**src/rtl/frac_pi_master.sv**
```systemverilog
// ---------------------------------------------------------------------------
// frac_pi_master
// Bus initiator that loads one fractal point job (cx, cy, max_iter) into the
// fractal unit register block, sets the go bit, polls the status register
// until the unit goes idle, and then returns the found flag.
//
// Ports
//   clk, rst_n                      clock, asynchronous active-low reset
//   job_valid/job_ready             job request handshake (ready only in IDLE)
//   job_cx, job_cy, job_max_iter    job fields, latched on accept
//   res_valid/res_ready             result handshake, result held until taken
//   res_found, res_timeout          result flags
//   blk_sel, addr, wr_en, rd_en,
//   wr_data                         registered register-bus outputs
//   rd_data                         read data, sampled in the rd_en cycle
//
// Optional feature: define FRAC_PI_MASTER_TIMEOUT_EN to add a busy-time
// watchdog (TIMEOUT_CYC cycles in ARM+POLL), which clears go and returns a
// result with res_timeout=1. Without it the master waits indefinitely.
// ---------------------------------------------------------------------------
module frac_pi_master #(
    parameter logic [3:0]  A_CTRL   = 4'h0,
    parameter logic [3:0]  A_CX0    = 4'h1,
    parameter logic [3:0]  A_CY0    = 4'h5,
    parameter logic [3:0]  A_ITER0  = 4'h9,
    parameter int unsigned POLL_GAP = 4,
    parameter int unsigned ARM_WAIT = 16
`ifdef FRAC_PI_MASTER_TIMEOUT_EN
    , parameter int unsigned TIMEOUT_CYC = 65536
`endif
) (
    input  logic        clk,
    input  logic        rst_n,
    input  logic        job_valid,
    output logic        job_ready,
    input  logic [31:0] job_cx,
    input  logic [31:0] job_cy,
    input  logic [15:0] job_max_iter,
    output logic        res_valid,
    input  logic        res_ready,
    output logic        res_found,
    output logic        res_timeout,
    output logic        blk_sel,
    output logic [3:0]  addr,
    output logic        wr_en,
    output logic        rd_en,
    output logic [7:0]  wr_data,
    input  logic [7:0]  rd_data
);

    typedef enum logic [2:0] {
        S_IDLE, S_WR, S_GO, S_ARM, S_POLL, S_FINAL, S_RESP, S_ABORT
    } state_t;

    localparam logic [15:0] ARM_LAST = 16'(ARM_WAIT);
    localparam logic [7:0]  GAP_M1   = (POLL_GAP == 0) ? 8'd0 : 8'(POLL_GAP - 1);

    // Register address of job byte idx (0..3 cx, 4..7 cy, 8..9 max_iter)
    function automatic logic [3:0] job_addr(input logic [3:0] idx);
        logic [3:0] a;
        case (idx)
            4'd0, 4'd1, 4'd2, 4'd3: a = A_CX0 + {2'b00, idx[1:0]};
            4'd4, 4'd5, 4'd6, 4'd7: a = A_CY0 + {2'b00, idx[1:0]};
            4'd8:                   a = A_ITER0;
            4'd9:                   a = A_ITER0 + 4'd1;
            default:                a = A_CTRL;
        endcase
        return a;
    endfunction

    // Data byte of job byte idx, low byte first within each field
    function automatic logic [7:0] job_byte(input logic [3:0] idx, input logic [31:0] cx,
                                            input logic [31:0] cy, input logic [15:0] it);
        logic [7:0] b;
        case (idx)
            4'd0:    b = cx[7:0];
            4'd1:    b = cx[15:8];
            4'd2:    b = cx[23:16];
            4'd3:    b = cx[31:24];
            4'd4:    b = cy[7:0];
            4'd5:    b = cy[15:8];
            4'd6:    b = cy[23:16];
            4'd7:    b = cy[31:24];
            4'd8:    b = it[7:0];
            4'd9:    b = it[15:8];
            default: b = 8'h00;
        endcase
        return b;
    endfunction

    state_t      state_q, state_d;
    logic [3:0]  idx_q, idx_d;
    logic [15:0] arm_q, arm_d;
    logic [7:0]  gap_q, gap_d;
    logic [31:0] cx_q, cx_d, cy_q, cy_d;
    logic [15:0] iter_q, iter_d;
    logic        job_ready_q, job_ready_d;
    logic        res_valid_q, res_valid_d;
    logic        res_found_q, res_found_d;
    logic        res_timeout_q, res_timeout_d;
    logic        blk_sel_q, blk_sel_d, wr_en_q, wr_en_d, rd_en_q, rd_en_d;
    logic [3:0]  addr_q, addr_d;
    logic [7:0]  wr_data_q, wr_data_d;

    // Access requested for the next cycle; turned into bus flops below
    logic        do_rd_s, do_wr_s;
    logic [3:0]  wa_s;
    logic [7:0]  wd_s;
    logic        accept_s;
    logic        timeout_hit_s;
    logic        unused_rd_s;

    assign accept_s    = (state_q == S_IDLE) && job_valid && job_ready_q;
    assign unused_rd_s = ^rd_data[7:2];

`ifdef FRAC_PI_MASTER_TIMEOUT_EN
    localparam logic [31:0] TO_LAST = 32'(TIMEOUT_CYC - 1);
    logic [31:0] timer_q, timer_d;

    // Busy-time watchdog: cleared on accept, counts while waiting on the unit
    always_comb begin
        timer_d = timer_q;
        if (accept_s) begin
            timer_d = 32'd0;
        end else if ((state_q == S_ARM) || (state_q == S_POLL)) begin
            timer_d = timer_q + 32'd1;
        end else begin
            timer_d = timer_q;
        end
    end

    // Watchdog counter register
    always_ff @(posedge clk or negedge rst_n) begin
        if (!rst_n) begin
            timer_q <= 32'd0;
        end else begin
            timer_q <= timer_d;
        end
    end

    assign timeout_hit_s = ((state_q == S_ARM) || (state_q == S_POLL)) && (timer_q == TO_LAST);
`else
    assign timeout_hit_s = 1'b0;
`endif

    // Next-state and next-access logic of the job sequencer
    always_comb begin
        state_d       = state_q;
        idx_d         = idx_q;
        arm_d         = arm_q;
        gap_d         = gap_q;
        cx_d          = cx_q;
        cy_d          = cy_q;
        iter_d        = iter_q;
        res_valid_d   = res_valid_q;
        res_found_d   = res_found_q;
        res_timeout_d = res_timeout_q;
        do_rd_s       = 1'b0;
        do_wr_s       = 1'b0;
        wa_s          = A_CTRL;
        wd_s          = 8'h00;
        case (state_q)
            S_IDLE: begin
                if (accept_s) begin
                    cx_d          = job_cx;
                    cy_d          = job_cy;
                    iter_d        = job_max_iter;
                    idx_d         = 4'd0;
                    res_found_d   = 1'b0;
                    res_timeout_d = 1'b0;
                    do_wr_s       = 1'b1;
                    wa_s          = job_addr(4'd0);
                    wd_s          = job_byte(4'd0, job_cx, job_cy, job_max_iter);
                    state_d       = S_WR;
                end else begin
                    state_d = S_IDLE;
                end
            end
            S_WR: begin
                do_wr_s = 1'b1;
                if (idx_q == 4'd9) begin
                    wa_s    = A_CTRL;
                    wd_s    = 8'h01;
                    state_d = S_GO;
                end else begin
                    idx_d = idx_q + 4'd1;
                    wa_s  = job_addr(idx_q + 4'd1);
                    wd_s  = job_byte(idx_q + 4'd1, cx_q, cy_q, iter_q);
                end
            end
            S_GO: begin
                do_rd_s = 1'b1;
                arm_d   = 16'd1;
                state_d = S_ARM;
            end
            S_ARM, S_POLL: begin
                if (timeout_hit_s) begin
                    do_wr_s = 1'b1;
                    wd_s    = 8'h00;
                    state_d = S_ABORT;
                end else if (rd_en_q && !rd_data[0] &&
                             ((state_q == S_POLL) || (arm_q == ARM_LAST))) begin
                    // Idle seen (or busy never rose): one confirming read
                    do_rd_s = 1'b1;
                    state_d = S_FINAL;
                end else if (state_q == S_ARM && !rd_data[0]) begin
                    do_rd_s = 1'b1;
                    arm_d   = arm_q + 16'd1;
                end else if (rd_en_q) begin
                    // Busy confirmed: start a poll gap (or read again at once)
                    state_d = S_POLL;
                    if (POLL_GAP == 0) begin
                        do_rd_s = 1'b1;
                    end else begin
                        gap_d = GAP_M1;
                    end
                end else if (gap_q == 8'd0) begin
                    do_rd_s = 1'b1;
                end else begin
                    gap_d = gap_q - 8'd1;
                end
            end
            S_FINAL: begin
                res_found_d   = rd_data[1];
                res_timeout_d = 1'b0;
                res_valid_d   = 1'b1;
                state_d       = S_RESP;
            end
            S_ABORT: begin
                res_found_d   = 1'b0;
                res_timeout_d = 1'b1;
                res_valid_d   = 1'b1;
                state_d       = S_RESP;
            end
            S_RESP: begin
                if (res_ready) begin
                    res_valid_d = 1'b0;
                    state_d     = S_IDLE;
                end else begin
                    res_valid_d = 1'b1;
                end
            end
            default: begin
                state_d = S_IDLE;
            end
        endcase
        job_ready_d = (state_d == S_IDLE);
        blk_sel_d   = do_rd_s | do_wr_s;
        rd_en_d     = do_rd_s;
        wr_en_d     = do_wr_s;
        addr_d      = (do_rd_s | do_wr_s) ? wa_s : 4'h0;
        wr_data_d   = do_wr_s ? wd_s : 8'h00;
    end

    // Sequencer state, latched job and all registered outputs
    always_ff @(posedge clk or negedge rst_n) begin
        if (!rst_n) begin
            state_q       <= S_IDLE;
            idx_q         <= 4'd0;
            arm_q         <= 16'd0;
            gap_q         <= 8'd0;
            cx_q          <= 32'd0;
            cy_q          <= 32'd0;
            iter_q        <= 16'd0;
            job_ready_q   <= 1'b0;
            res_valid_q   <= 1'b0;
            res_found_q   <= 1'b0;
            res_timeout_q <= 1'b0;
            blk_sel_q     <= 1'b0;
            wr_en_q       <= 1'b0;
            rd_en_q       <= 1'b0;
            addr_q        <= 4'h0;
            wr_data_q     <= 8'h00;
        end else begin
            state_q       <= state_d;
            idx_q         <= idx_d;
            arm_q         <= arm_d;
            gap_q         <= gap_d;
            cx_q          <= cx_d;
            cy_q          <= cy_d;
            iter_q        <= iter_d;
            job_ready_q   <= job_ready_d;
            res_valid_q   <= res_valid_d;
            res_found_q   <= res_found_d;
            res_timeout_q <= res_timeout_d;
            blk_sel_q     <= blk_sel_d;
            wr_en_q       <= wr_en_d;
            rd_en_q       <= rd_en_d;
            addr_q        <= addr_d;
            wr_data_q     <= wr_data_d;
        end
    end

    assign job_ready   = job_ready_q;
    assign res_valid   = res_valid_q;
    assign res_found   = res_found_q;
    assign res_timeout = res_timeout_q;
    assign blk_sel     = blk_sel_q;
    assign addr        = addr_q;
    assign wr_en       = wr_en_q;
    assign rd_en       = rd_en_q;
    assign wr_data     = wr_data_q;

endmodule

```
**config.mk**
```make
export PLATFORM = sky130hd
export DESIGN_NAME = frac_pi_master
export DESIGN_NICKNAME = d
export VERILOG_FILES = /design/src/rtl/frac_pi_master.sv
export SDC_FILE = /design/constraint.sdc
export NUM_CORES = 1
export LEC_CHECK = 0
export BUFFER_PORTS_ARGS = -buffer_cell sky130_fd_sc_hd__buf_2
export CELL_PAD_IN_SITES_DETAIL_PLACEMENT = 0
export CELL_PAD_IN_SITES_GLOBAL_PLACEMENT = 2
export CORE_ASPECT_RATIO = 0.6
export CORE_MARGIN = 4
export CORE_UTILIZATION = 37
export DETAILED_ROUTE_END_ITERATION = 7
export PLACE_DENSITY_LB_ADDON = 0.1
export SLEW_MARGIN = 40
export SYNTH_ARGS = -nofsm -noshare
export SYNTH_HDL_FRONTEND = slang
export SYNTH_SLANG_ARGS = --single-unit
```
**constraint.sdc**
```tcl
create_clock -name clk -period 6.2 [get_ports clk]
set_input_delay 0.93 -clock clk [delete_from_list [all_inputs] [get_ports clk]]
set_output_delay 0.93 -clock clk [all_outputs]
set_load 0.01 [all_outputs]
```
==> results of run 1 <==
==> kinds of logic (layout without fill, tap and decap cells) <==
kind of cell / Yosys count / after routing / share of synthesized area
fa+ha+maj: 9 / 9 / 0.0161
mux: 15 / 15 / 0.0224
flops: 130 / 130 / 0.466
compound gates: 147 / 147 / 0.150
buf+inv: 68 / 155 / 0.0402
xor+xnor: 7 / 7 / 0.00879
simple gates: 438 / 438 / 0.296
==> cells in the final DEF, fill, tap and decap left out, types with 7 or more instances in the layout <==
cell / count
a32oi_1: 11
nand3_1: 32
nor2b_1: 13
nor4_1: 7
clkbuf_16: 17
ha_1: 9
inv_1: 12
a21oi_1: 22
or3_1: 9
a22oi_1: 14
nor2_1: 20
nand2_1: 270
dfrtp_1: 129
nand4_1: 12
nor4b_1: 7
o22ai_1: 7
o21ai_0: 32
nor3_1: 14
mux2i_1: 10
buf_2: 103
==> final cells by class <==
type | instances | area share
clock inverter | 9 | 0.0126
timing repair buffer | 111 | 0.0708
inverter | 12 | 0.00547
tap | 240 | 0.0364
sequential | 130 | 0.395
clock buffer | 23 | 0.0592
multi-input combinational | 616 | 0.421
==> metal layers <==
metal,vias to the layer above,track usage,part of all wire
met4,0,0.0552,0.0086
met1,3051,0.380,0.55
met2,266,0.267,0.36
met5,-,0,0
li1,3002,-,-
met3,17,0.0616,0.078
==> flip-flops by register name, indices dropped and copies added (netlist names) <==
register and count:
cx_q 32, cy_q 32, arm_q 16, iter_q 16, gap_q 8, wr_data 8
addr 4, idx_q 4, state_q 3, blk_sel 1, job_ready 1, rd_en 1
res_found 1, res_timeout 1, res_valid 1, wr_en 1
==> power breakdown <==
group | switching [mW] | internal [mW]
logic | 0.911 | 0.546
registers | 0.410 | 1.17
clock network | 0.383 | 0.632
==> per-stage QoR <==
stage	hold slack, ns	power, mW	util	setup WS, ns
after detailed placement	0.467	3.00	0.417	2.95
final	0.463	4.05	0.450	2.91
after floorplan	0.438	2.45	-	4.02
after global placement	0.460	2.97	0.416	2.96
after CTS	0.483	4.04	0.449	2.93
after global routing	0.511	4.30	0.450	2.74
==> worst max path at each step <==
stage          cells past startpoint  slack, ns                    to
2_1_floorplan                      7       4.02  cx_q[17]$_DFFE_PN0P_
3_3_place_gp                       7       2.96  wr_data[0]$_DFF_PN0_
3_5_place_dp                       7       2.95  wr_data[0]$_DFF_PN0_
4_1_cts                            7       2.93  wr_data[0]$_DFF_PN0_
5_1_grt                            7       2.74  wr_data[1]$_DFF_PN0_
6_report                           7       2.91  wr_data[0]$_DFF_PN0_
==> metrics.txt, run 1 <==
max incr delay on CP 0.71 ns; n_diodes 0; multi-input logic area 3460 um^2; H-tree Lvls 4; worst r2r path cells 7; die height 114 um; CTS tree yes; initial antenna violation count 0; vias in the first global route 6009; starting DRC count in detailed routing 512; Max clock buf depth 2; synth top area cells dfrtp_1 (47%), nand2_1 (15%), nand3_1 (2.3%); pin count of the biggest net entering global routing 67; fillers 1810; post-route ant nets 0; Min Clock Period, post-route 3.29 ns; routability-driven placement congestion ratio 0.876; routed vias 6336; startpoint class of the critical path flip-flop; crit path max fanout 36; starting density of the core 0.381; leading area contributor after synthesis dfrtp_1; most common library cells after synthesis nand2_1 (271), dfrtp_1 (130), nand3_1 (32), o21ai_0 (32), clkbuf_1 (30); final instance area 8240 um^2; # IOs 111; register area 3250 um^2; hpwl dp 16600 um; root buf cell clkbuf_16; share of layout cells above drive strength 1 0.182; syn_nets 915; die width 185 um; FF-to-FF Start idx_q[0]$_DFFE_PN0P_; Max Cap Viol 0; PortBufs 104; first-pass GRT wire length 36100 um; Slew HR 0.456; cts hold-fix bufs 0; global-route usage over all layers 0.224; setup TNS 0 ns; die area 21200 um^2; CTS clk-pin slew, worst paths 0.06 ns; Synthesis Warnings 0; Hold Vio Cnt, Final 0; worst skew pair latency 0.43 ns; Mapped Cells 814; post-place instance area 7640 um^2; cell family with most CP delay simple AND/OR/NAND/NOR gates; Post-synth ARST share 1.00; Synth Cell Area 6980 um^2; clock sinks 130; DR WL/cell 20.3 um; Pwr Density 491 nW/um^2; Cells after DPL 1109; R2R Path End wr_data[0]$_DFF_PN0_; CTS Buf Count 17; Final Setup Violations 0; # resized after CTS 0; CP Buf/Inv Count 1; number of flops mapped to enable cells by yosys 0; post-CTS setup buffer count 0; Yosys top cell area share 0.466; reg2reg setup slack 2.91 ns; Static Leak 3.86 nW; count leader, synth nand2_1; via/cell ratio 5.55; final routed DRC violation total 0; worst slew pin tran 0.812 ns; WP data required 6.53 ns; CP cell instances ha_1, buf_4, nor3b_2, a31oi_1, nor2b_1, a22oi_1, a32oi_1; Congestion Overflow GR 0; critical path type flip-flop to flip-flop; total routed wirelength 23200 um; core area 18300 um^2; RSZ-0062 raised after global routing false; max-slew violation count 0; First-pass DRT Iterations 5; synth unique cells 75; status completed; main flop type after synthesis dfrtp_1; Seq/Total Area, Yosys 0.466; area grow syn2layout 18.1%; worst vdd rail ir drop 226 uV; max frequency 304 MHz; Worst Setup End Kind flip-flop; Setup crit start idx_q[0]$_DFFE_PN0P_; standard-cell row count 38; Final nets 989; Avg Cell Area, Syn 8.57 um^2; non-filler cells, final 1141; Post-Route Skew 0.0101 ns; #FFs+latches synth 130; CP max stage cell dfrtp_1; Hold Crit Class primary input to async pin; CP arrival 3.62 ns; Final Cycle Share 0.531
(Power assumes the default switching activity.)
==> inputs of run 2 (changes only) <==
--- a/config.mk
+++ b/config.mk
@@ -10,7 +10,7 @@
 export CELL_PAD_IN_SITES_GLOBAL_PLACEMENT = 2
 export CORE_ASPECT_RATIO = 0.6
 export CORE_MARGIN = 4
-export CORE_UTILIZATION = 37
+export CORE_UTILIZATION = 34
 export DETAILED_ROUTE_END_ITERATION = 7
 export PLACE_DENSITY_LB_ADDON = 0.1
 export SLEW_MARGIN = 40
==> constraint.sdc (replaced) <==
create_clock -name clk -period 3.3 [get_ports clk]
set_input_delay 0.495 -clock clk [delete_from_list [all_inputs] [get_ports clk]]
set_output_delay 0.495 -clock clk [all_outputs]
set_load 0.01 [all_outputs]
==> run 2 against run 1 <==
Total power rose by 97%. Sequential cell count did not move. Register-to-register slack got worse by 2.6 ns. Sequential share of layout area fell by 1.4 points. Maximum frequency rose by 12%. Critical path depth fell by 1. Die area rose by 8.3%. Largest cell class unchanged.
==> metrics.txt, run 2 (synthesis gave the netlist of run 1 again) <==
# IOs 111; starting DRC count in detailed routing 619; Congestion Overflow GR 0; # resized after CTS 0; Final nets 1016; root buf cell clkbuf_16; critical path type flip-flop to flip-flop; starting density of the core 0.348; setup TNS 0 ns; initial antenna violation count 0; die width 193 um; share of layout cells above drive strength 1 0.203; max frequency 339 MHz; standard-cell row count 40; Max Cap Viol 0; post-CTS setup buffer count 0; clock sinks 130; RSZ-0062 raised after global routing false; Static Leak 4.03 nW; WP data required 3.55 ns; DR WL/cell 19.6 um; Post-Route Skew 0.0125 ns; area grow syn2layout 22.3%; crit path max fanout 16; Worst Setup End Kind flip-flop; worst vdd rail ir drop 391 uV; Max clock buf depth 2; Pwr Density 933 nW/um^2; Min Clock Period, post-route 2.95 ns; multi-input logic area 3450 um^2; Slew HR 0.463; max-slew violation count 0; biggest registers after layout cx_q (32), cy_q (32); PortBufs 104; CP arrival 3.19 ns; via/cell ratio 5.32; core area 20100 um^2; Hold Crit Class primary input to async pin; die height 119 um; startpoint class of the critical path flip-flop; first-pass GRT wire length 36800 um; routability-driven placement congestion ratio 0.857; Final Setup Violations 0; fillers 2016; final routed DRC violation total 0; total routed wirelength 23500 um; n_diodes 0; CTS clk-pin slew, worst paths 0.06 ns; worst r2r path cells 6; H-tree Lvls 4; Hold Vio Cnt, Final 0; worst slew pin tran 0.805 ns; non-filler cells, final 1200; pin count of the biggest net entering global routing 87; Cells after DPL 1169; vias in the first global route 6206; worst skew pair latency 0.43 ns; status completed; most common cell after layout, fill and taps aside nand2_1; post-route ant nets 0; CTS tree yes; CTS Buf Count 17; global-route usage over all layers 0.210; hpwl dp 17500 um; Final Cycle Share 0.893; most frequent cells in the layout nand2_1 (270), dfrtp_1 (130), buf_2 (103), buf_4 (33); die area 22900 um^2; routed vias 6379; register area 3250 um^2; cts hold-fix bufs 0; First-pass DRT Iterations 7
[run 2: cell types whose count changed in the layout (fill, tap and decap cells not counted), sizes merged]
cell	change
buf	+27
bufinv	+3
clkbuf	-1
clkinv	-2
clkinvlp	-1
[run 2: path summary, 6_finish.rpt]
check                                     start                    to  slack, ns
max                        idx_q[1]$_DFFE_PN0P_  wr_data[0]$_DFF_PN0_       0.35
min                                       rst_n  gap_q[0]$_DFFE_PN0P_       0.02
max reg2reg                idx_q[1]$_DFFE_PN0P_  wr_data[0]$_DFF_PN0_       0.35
min reg2reg                cy_q[23]$_DFFE_PN0P_  cy_q[23]$_DFFE_PN0P_       0.48
max in group asynchronous                 rst_n  cy_q[10]$_DFFE_PN0P_       2.38
min in group clk                     job_cx[16]  cx_q[16]$_DFFE_PN0P_       0.25
[run 2: power by group]
group          internal (mW)  total, mW  switching (mW)
Sequential              2.19       2.84           0.644
Clock                   1.41       2.12           0.709
Combinational           1.16       3.00            1.84
[run 2: critical path: stages (launching register included)]
cell       delay, ns
dfrtp_1         0.56
ha_1            0.68
nor2b_1         0.21
and4_1          0.36
o21a_1          0.23
a2111oi_0       0.46
a32oi_1         0.26
[run 2: routing by layer]
layer,up-vias,wire length [um],track usage
li1,3067,-,-
met1,3075,12600,0.352
met2,218,8790,0.253
met3,19,1820,0.0595
met4,0,242,0.0570
met5,-,0,0
[run 2: final cells by class]
type	instances	share of cell area
multi-input combinational	616	0.404
sequential	130	0.381
timing repair buffer	138	0.0921
clock buffer	22	0.0567
tap	273	0.0400
clock inverter	9	0.0207
inverter	12	0.00528
[run 2: stage by stage]
stage | hold WS [ns] | util | setup slack [ns] | power, mW | area, um^2
after CTS | 0.147 | 0.425 | 0.475 | 7.97 | 8530
after global placement | 0.462 | 0.392 | 0.514 | 5.76 | 7860
after floorplan | 0.199 | - | 1.14 | 4.60 | 6980
final | 0.0159 | 0.425 | 0.353 | 7.96 | 8530
after global routing | 0.0571 | 0.425 | 0.229 | 8.48 | 8530
after detailed placement | 0.468 | 0.392 | 0.512 | 5.81 | 7870
==> inputs of run 3 (changes only) <==
--- a/config.mk
+++ b/config.mk
@@ -10,7 +10,7 @@
 export CELL_PAD_IN_SITES_GLOBAL_PLACEMENT = 2
 export CORE_ASPECT_RATIO = 0.6
 export CORE_MARGIN = 4
-export CORE_UTILIZATION = 34
+export CORE_UTILIZATION = 37
 export DETAILED_ROUTE_END_ITERATION = 7
 export PLACE_DENSITY_LB_ADDON = 0.1
 export SLEW_MARGIN = 40
==> constraint.sdc (replaced) <==
create_clock -name clk -period 3.69 [get_ports clk]
set_input_delay 0.5535 -clock clk [delete_from_list [all_inputs] [get_ports clk]]
set_output_delay 0.5535 -clock clk [all_outputs]
set_load 0.01 [all_outputs]
==> run 3 against run 2 <==
Sequential power down 7.7%. Clock power down 21%. Sequential cell count unchanged. Worst setup slack better by 0.33 ns. Global-route usage up 1.3 points. Count of clock-buffer cells in the layout down 4. First-iteration DRC count up 9.0%. Critical path depth up 2. Highest routed layer unchanged. Core utilization up 2.9 points.
==> metrics.txt, run 3 (synthesis gave the netlist of run 1 again) <==
Final Setup Violations 0; dpl ws 0.766 ns; worst vdd rail ir drop 331 uV; DR WL/cell 20.1 um; share of layout cells above drive strength 1 0.192; final worst setup slack 0.683 ns; RSZ-0062 raised after global routing false; Max Cap Viol 0; max incr delay on CP 0.66 ns; Congestion Overflow GR 0; CP cell instances ha_1, buf_4, nor2b_1, a31oi_1, nor2b_1, buf_4, a2111oi_0, a32oi_1; Static Leak 3.91 nW; WP data required 3.97 ns; CP Buf/Inv Count 2; # resized after CTS 0; max-slew violation count 0; final instance area 8320 um^2; biggest registers after layout cx_q (32), cy_q (32); # IOs 111; global-route usage over all layers 0.223; Post-Route Skew 0.0107 ns; post-route ant nets 0; die width 185 um; Pwr Density 821 nW/um^2; startpoint class of the critical path flip-flop; core area 18300 um^2; cell family with most CP delay compound AO/OA/AOI/OAI gates; routability-driven placement congestion ratio 0.926; clock sinks 130; die height 114 um; CP max stage cell dfrtp_1; H-tree Lvls 4; CP arrival 3.29 ns; Overall Power 6.83 mW; worst r2r path cells 8; root buf cell clkbuf_16; CTS tree yes; Slew HR 0.445; pin count of the biggest net entering global routing 131; cts hold-fix bufs 0; starting density of the core 0.381; fillers 1827; n_diodes 0; total routed wirelength 23200 um; critical path type flip-flop to flip-flop; First-pass DRT Iterations 5; routed vias 6455; hpwl dp 16900 um; post-CTS setup buffer count 0; standard-cell row count 38; crit path max fanout 15; Hold Crit Class primary input to async pin; reg2reg setup slack 0.68 ns; final routed DRC violation total 0; die area 21200 um^2; worst slew pin tran 0.832 ns; first-pass GRT wire length 36200 um; CTS clk-pin slew, worst paths 0.06 ns; Final Cycle Share 0.815; Hold Vio Cnt, Final 0; Final nets 1000; worst skew pair latency 0.42 ns; Max clock buf depth 2; initial antenna violation count 0; most common cell after layout, fill and taps aside nand2_1; starting DRC count in detailed routing 675; PortBufs 104; most frequent cells in the layout nand2_1 (270), dfrtp_1 (130), buf_2 (103), nand3_1 (32), o21ai_0 (32); area grow syn2layout 19.3%; status completed; CTS Buf Count 17; Worst Setup End Kind flip-flop; vias in the first global route 6007; max frequency 333 MHz; post-place instance area 7720 um^2; setup TNS 0 ns; Crit path depth 8; Min Clock Period, post-route 3.01 ns; via/cell ratio 5.60
## run 3: changes by cell type in the layout (fill, tap and decap cells not counted), sizes merged
cell,before,now
buf,138,121
bufinv,5,2
clkbuf,22,19
clkinv,3,7
clkinvlp,1,2
inv,12,15
## run 3: per-stage QoR
stage               hold WS, ns  std cells   util
CTS                       0.282       1151  0.454
finish                    0.130       1152  0.455
detailed placement        0.458       1119  0.422
floorplan                 0.258        814      -
global route              0.269       1152  0.455
global placement          0.460       1119  0.422
## run 3: cell type report
cell class / count / area, um^2 / share of cell area
inverters: 12 / 45.0 / 0.00541
well taps: 240 / 300 / 0.0361
multi-input cells: 616 / 3460 / 0.415
clock buffers: 18 / 429 / 0.0516
clock inverters: 14 / 155 / 0.0186
repair buffers: 122 / 681 / 0.0818
flip-flops and latches: 130 / 3250 / 0.391
## run 3: power by group
group	internal (mW)	switching [mW]	total [mW]	leakage, nW
Sequential	1.96	0.658	2.62	1.64
Clock	1.00	0.677	1.68	0.281
Combinational	0.983	1.55	2.53	1.98
Total	3.94	2.89	6.83	3.91
## run 3: final timing paths
check                                           start                     to
worst max-delay path             idx_q[0]$_DFFE_PN0P_   wr_data[5]$_DFF_PN0_
worst min-delay path                            rst_n   gap_q[2]$_DFFE_PN0P_
worst max register to register   idx_q[0]$_DFFE_PN0P_   wr_data[5]$_DFF_PN0_
worst min register to register  iter_q[7]$_DFFE_PN0P_  iter_q[7]$_DFFE_PN0P_
max in group asynchronous                       rst_n    cx_q[0]$_DFFE_PN0P_
min in group clk                           job_cy[31]   cy_q[31]$_DFFE_PN0P_
## run 3: worst register-to-register path, cell delays in order, from the launching register on
cell	delay [ns]
dfrtp_1	0.66
ha_1	0.66
buf_4	0.28
nor2b_1	0.06
a31oi_1	0.31
nor2b_1	0.12
buf_4	0.20
a2111oi_0	0.44
a32oi_1	0.16
## run 3: layer usage
layer | up-vias | part of all wire | GRT usage
met1 | 3123 | 0.55 | 0.394
met3 | 23 | 0.085 | 0.0581
met4 | 0 | 0.011 | 0.0459
met2 | 269 | 0.35 | 0.254
li1 | 3040 | - | -
met5 | - | 0 | 0
